<file path="config.mk">
export PLATFORM = sky130hd
export DESIGN_NAME = ber_aligner
export DESIGN_NICKNAME = d
export VERILOG_FILES = /design/src/rtl/ber_aligner_pkg.sv /design/src/rtl/ber_aligner_ref_delay_line.sv /design/src/rtl/ber_aligner.sv
export SDC_FILE = /design/constraint.sdc
export NUM_CORES = 1
export LEC_CHECK = 0
export CAP_MARGIN = 20
export CORE_MARGIN = 4
export CORE_UTILIZATION = 54
export DETAILED_ROUTE_END_ITERATION = 12
export MAX_ROUTING_LAYER = met4
export PLACE_DENSITY = 0.75
export RECOVER_POWER = 25
export REMOVE_ABC_BUFFERS = 1
export SYNTH_ARGS = -nofsm -noshare
export SYNTH_HDL_FRONTEND = slang
export SYNTH_HIERARCHICAL = 1
export SYNTH_SLANG_ARGS = --single-unit
</file>
<file path="constraint.sdc">
create_clock -name clock -period 3.03 [get_ports clock]
set_clock_uncertainty 0.2 [all_clocks]
set_input_delay 0.606 -clock clock [delete_from_list [all_inputs] [get_ports clock]]
set_output_delay 0.606 -clock clock [all_outputs]
set_load 0.01 [all_outputs]
</file>
<file path="src/rtl/ber_aligner_pkg.sv">
// ber_aligner shared types and parameter defaults.
// State encoding for the delay-search FSM.
package ber_aligner_pkg;

  localparam int MAX_DELAY_DEF = 32;
  localparam int WINDOW_DEF    = 64;
  localparam int ERR_THR_DEF   = 2;
  localparam int LOSS_THR_DEF  = 8;

  typedef enum logic [1:0] {
    ST_FILL   = 2'd0,
    ST_SEARCH = 2'd1,
    ST_LOCKED = 2'd2
  } state_t;

endpackage

</file>
<file path="src/rtl/ber_aligner_ref_delay_line.sv">
// ref_delay_line: valid-gated reference shift register with tap mux.
// Ports: clock, i_reset (sync, active-low), i_valid, i_ref, i_sel -> o_tap.
module ref_delay_line #(
  parameter int  DEPTH = 32,
  localparam int SW    = (DEPTH > 1) ? $clog2(DEPTH) : 1
) (
  input  logic          clock,
  input  logic          i_reset,
  input  logic          i_valid,
  input  logic          i_ref,
  input  logic [SW-1:0] i_sel,
  output logic          o_tap
);

  // sr[k] holds the reference k valid samples ago
  logic [DEPTH-1:1] sr;
  logic [DEPTH-1:0] taps;

  always_ff @(posedge clock) begin
    if (!i_reset) begin
      sr <= '0;
    end else if (i_valid) begin
      sr <= {sr[DEPTH-2:1], i_ref};
    end
  end

  // tap 0 is the live input, so delay 0 needs no storage
  assign taps  = {sr, i_ref};
  assign o_tap = taps[i_sel];

endmodule

</file>
<file path="src/rtl/ber_aligner.sv">
// ber_aligner: searches the rx-vs-reference delay, then feeds the BER counter.
// Ports: clock, i_reset (sync, active-low), i_rx, i_ref, i_valid in;
//        o_rx, o_ref, o_valid, o_locked, o_delay out.
// Build option: BER_ALIGNER_RELOCK_EN enables loss-of-lock and re-search.
module ber_aligner
  import ber_aligner_pkg::*;
#(
  parameter int  MAX_DELAY = MAX_DELAY_DEF,
  parameter int  WINDOW    = WINDOW_DEF,
  parameter int  ERR_THR   = ERR_THR_DEF,
  parameter int  LOSS_THR  = LOSS_THR_DEF,
  localparam int DW        = $clog2(MAX_DELAY),
  localparam int WW        = $clog2(WINDOW),
  localparam int EW        = $clog2(WINDOW + 1)
) (
  input  logic          clock,
  input  logic          i_reset,
  input  logic          i_rx,
  input  logic          i_ref,
  input  logic          i_valid,
  output logic          o_rx,
  output logic          o_ref,
  output logic          o_valid,
  output logic          o_locked,
  output logic [DW-1:0] o_delay
);

  if (MAX_DELAY < 2 || WINDOW < 2 ||
      ERR_THR < 0 || LOSS_THR < 0) begin : g_bad_cfg
    $error("ber_aligner: invalid parameters");
  end

  state_t        state;
  logic [DW-1:0] fill_cnt;
  logic [WW-1:0] win_cnt;
  logic [EW-1:0] err_cnt;
  logic [EW-1:0] err_tot;
  logic          tap;
  logic          err;
  logic          win_end;
  logic          err_full;

  ref_delay_line #(
    .DEPTH (MAX_DELAY)
  ) u_dly (
    .clock   (clock),
    .i_reset (i_reset),
    .i_valid (i_valid),
    .i_ref   (i_ref),
    .i_sel   (o_delay),
    .o_tap   (tap)
  );

  assign err      = i_rx ^ tap;
  assign win_end  = (win_cnt == WW'(WINDOW - 1));
  assign err_full = (err_cnt == EW'(WINDOW));

  // error total including the current sample, saturating at WINDOW
  assign err_tot = (err && !err_full) ?
                   err_cnt + EW'(1) : err_cnt;

  always_ff @(posedge clock) begin
    if (!i_reset) begin
      state    <= ST_FILL;
      fill_cnt <= '0;
      win_cnt  <= '0;
      err_cnt  <= '0;
      o_delay  <= '0;
      o_locked <= 1'b0;
      o_valid  <= 1'b0;
      o_rx     <= 1'b0;
      o_ref    <= 1'b0;
    end else begin
      // qualifies the sample taken now, judged by the pre-edge state
      o_valid <= i_valid && (state == ST_LOCKED);
      if (i_valid) begin
        o_rx  <= i_rx;
        o_ref <= tap;
        unique case (state)
          ST_FILL: begin
            if (fill_cnt == DW'(MAX_DELAY - 1)) begin
              state    <= ST_SEARCH;
              fill_cnt <= '0;
              o_delay  <= '0;
              win_cnt  <= '0;
              err_cnt  <= '0;
            end else begin
              fill_cnt <= fill_cnt + 1'b1;
            end
          end
          ST_SEARCH: begin
            if (win_end) begin
              win_cnt <= '0;
              err_cnt <= '0;
              if (err_tot <= EW'(ERR_THR)) begin
                state    <= ST_LOCKED;
                o_locked <= 1'b1;
              end else if (o_delay == DW'(MAX_DELAY - 1)) begin
                o_delay <= '0;
              end else begin
                o_delay <= o_delay + 1'b1;
              end
            end else begin
              win_cnt <= win_cnt + 1'b1;
              err_cnt <= err_tot;
            end
          end
          ST_LOCKED: begin
`ifdef BER_ALIGNER_RELOCK_EN
            if (win_end) begin
              win_cnt <= '0;
              err_cnt <= '0;
              if (err_tot > EW'(LOSS_THR)) begin
                state    <= ST_SEARCH;
                o_locked <= 1'b0;
                o_delay  <= '0;
              end
            end else begin
              win_cnt <= win_cnt + 1'b1;
              err_cnt <= err_tot;
            end
`else
            // lock is sticky; counters stay idle
            state <= ST_LOCKED;
`endif
          end
          default: begin
            state <= ST_FILL;
          end
        endcase
      end
    end
  end

endmodule

</file>
==> impl_metrics.py <==
metrics = {
    "clocking": {
        "htreeDepth": 3,
        "ctsHoldBuffers": 0,
        "cts.sinks": 60,
        "path_clk_slew_ns": 0.07,
        "clockBufferDepth": 2,
        "cts_tree": "built",
        "root_buffer": "clkbuf_8",
        "clk_latency_ns": 0.34,
        "cts_inserted_buffers": 9,
    },
    "logic_synthesis": {
        "synth_area_sq_mm": 0.00314,
        "ys_types": 54,
        "yosysSeqAreaShare": 0.382,
        "yosys-top-cells-area": "dfxtp_1, mux2i_1, nor2b_1",
        "syn-mean-instance-area_sq_um": 9.44,
        "yosysWarnings": 6,
        "synth-seq-cells": 60,
        "synth-edff-count": 0,
        "ys.flop_type": "dfxtp_1",
        "yosysTopAreaCell": "dfxtp_1",
        "ys_async_sr_fraction": 0,
        "syn_inst": 333,
        "synth_top_area_share": 0.382,
    },
    "setup_path": {
        "cp_top_family": "compound AO/OA/AOI/OAI gates",
        "worst_ep_arrival_time_ns": 3.23,
        "ff2ff_path_depth": 12,
        "critPathMaxFanout": 6,
        "path_buf_inv": 3,
        "slowest_delay_ns": 0.51,
        "crit_cells": 12,
        "crit_type": "reg -> reg",
        "cp.required_ns": 3.09,
        "path_cells": "buf_12 -> buf_16 -> buf_6 -> mux2i_4 -> a21oi_2 -> a311o_1 -> xnor2_2 -> nor2_2 -> mux2i_2 -> a211oi_4 -> or4_4 -> o31ai_2",
        "critPathLaunchType": "flop",
        "end_kind": "flop",
        "cp_slowest_cell": "or4_4",
    },
    "job": {
        "cap_violations": 0,
    },
    "timing": {
        "worst_slew_pin_slew_ns": 1.16,
        "hold_viol_final": 0,
        "timing.slew.headroom": 0.227,
        "setup_viol": 8,
        "min_period_ns": 3.17,
        "fmax_ghz": 0.315,
        "slew_viol_final": 0,
        "fin_ws_ns": -0.140,
        "period_share": 1.05,
        "rsz0062_at_grt": "true",
        "hold_slack_ns": 0.274,
    },
    "run_status": {
        "status": "finished, violations left",
        "violations": "negative setup slack",
    },
    "route": {
        "via_per_inst": 5.68,
        "avgRoutedWirePerCell_um": 15.3,
        "met3_length_um": 178,
        "dr.max_layer_used": "met4",
        "routed_wirelength_um": 6830,
        "drc": 0,
        "initialDrtViolationCount": 112,
        "met2_length_um": 3260,
        "ant_nets": 0,
        "dr.pass1.iters": 6,
        "wl_met1_um": 3320,
        "dr_total_vias": 2535,
    },
    "cells_and_area": {
        "regArea_sq_mm": 0.00120,
        "final_nets": 385,
        "multi_input_area_sq_mm": 0.00188,
        "final_common_cell": "dfxtp_1",
        "final_layout_size_suffix_gt1_frac": 0.163,
        "fill_cells": 445,
        "final_cell_area_sq_mm": 0.00384,
        "final_cell_mix": "dfxtp_1, mux2i_1, nor2b_1",
        "diodes": 0,
        "area_growth_syn_to_layout_pct": 22.2,
    },
    "hold_path": {
        "whs_path_depth": 2,
        "hold_class": "reg -> reg",
    },
    "placement": {
        "gp_congestion": 0.814,
        "placed_area_sq_mm": 0.00343,
        "dpl.hpwl_um": 4280,
        "port_buffers": 13,
    },
    "global_route": {
        "grt_pass1_vias": 2440,
        "grt_max_degree": 44,
        "grt_usage": 0.205,
        "antenna_found_initial": 0,
        "grt_pass1_wl_um": 11600,
        "overflow": 0,
    },
    "floorplanning": {
        "die_x_um": 84.3,
        "core_sq_mm": 0.00557,
        "io_pins": 14,
        "die-area_sq_mm": 0.00711,
        "row_count": 27,
        "initial_core_util": 0.564,
        "die_h_um": 84.3,
    },
    "pwr": {
        "peakVddDrop_v": 0.000332,
        "p_leak_nw": 1.43,
        "power_density_mw_per_mm2": 464,
    },
}
-- flip-flops by register name, indices dropped and copies added (netlist names) --
name      count
fill_cnt      5
o_rx          1
o_valid       1
win_cnt       6
err_cnt       7
o_delay       5
u_dly/sr     31
o_locked      1
state         2
o_ref         1
-- metrics by stage --
step	total power, mW	TNS, ns	setup slack, ns	util	instances
floorplan	0.854	-2.77	-0.453	-	317
global placement	0.894	-2.63	-0.402	0.616	422
detailed placement	0.895	-3.55	-0.485	0.616	422
CTS	1.79	-0.414	-0.0895	0.682	445
global route	1.84	-1.81	-0.273	0.689	446
finish	1.78	-0.609	-0.140	0.689	446
-- worst reg2reg max path: stages (launching register included) --
cell and delay [ns]:
dfxtp_4 0.38, buf_12 0.11, buf_16 0.12, buf_6 0.10, mux2i_4 0.24, a21oi_2 0.09
a311o_1 0.38, xnor2_2 0.20, nor2_2 0.17, mux2i_2 0.27, a211oi_4 0.11, or4_4 0.52
o31ai_2 0.19
-- what timing repair did --
action / in CTS / in global routing
setup buffers: 6 / 1
gates cloned: 1 / 0
resized for setup: 10 / 7
endpoints found under the setup margin: 8 / 8
pin swaps: 9 / 7
-- final timing paths --
path	start	slack (ns)	end
worst max register to register	o_delay[1]	-0.14	o_delay[3]
worst min register to register	fill_cnt[4]	0.27	fill_cnt[4]
worst min-delay path	fill_cnt[4]	0.27	fill_cnt[4]
worst max-delay path	o_delay[1]	-0.14	o_delay[3]
-- synth_stat cells (2+ instances only) --
master,number
a31oi_1,5
a22oi_1,5
a22o_1,2
nand2b_1,2
nand3_1,12
ha_1,11
clkbuf_1,9
dfxtp_1,60
nor3_1,6
nand4b_1,2
or3_1,2
mux2i_1,54
nor2b_1,45
buf_2,5
a21boi_1,2
nor4_1,3
o311ai_0,2
nand2_1,19
a21boi_0,9
and3_1,3
o21ai_1,2
nor2_1,11
inv_1,7
o21ai_0,14
and2_1,4
a21oi_1,9
-- report_power, final --
group          switching (mW)  internal (mW)  total (mW)
Clock                   0.335          0.569       0.904
Combinational          0.0407         0.0423      0.0830
Sequential            0.00412          0.792       0.797
-- metal layers --
layer / vias up / track usage
met4: 0 / 0.0658
li1: 1280 / -
met3: 9 / 0.0530
met1: 1202 / 0.252
met5: - / -
met2: 44 / 0.330
-- layout make-up --
class,instances,area share
sequential,60,0.314
multi-input combinational,250,0.489
tap,72,0.0235
clock buffer,10,0.0358
clock inverter,6,0.0290
inverter,7,0.00684
timing repair buffer,41,0.102
-- logic make-up (layout without fill, tap and decap cells) --
logic type / after synthesis / after routing / synth area share
compound gates: 64 / 64 / 0.142
xor+xnor: 1 / 1 / 0.00517
fa+ha+maj: 11 / 11 / 0.0438
buf+inv: 23 / 64 / 0.0370
flops: 60 / 60 / 0.382
mux: 55 / 55 / 0.176
simple gates: 119 / 119 / 0.214
Note: power is estimated with default switching activity, not from simulation.
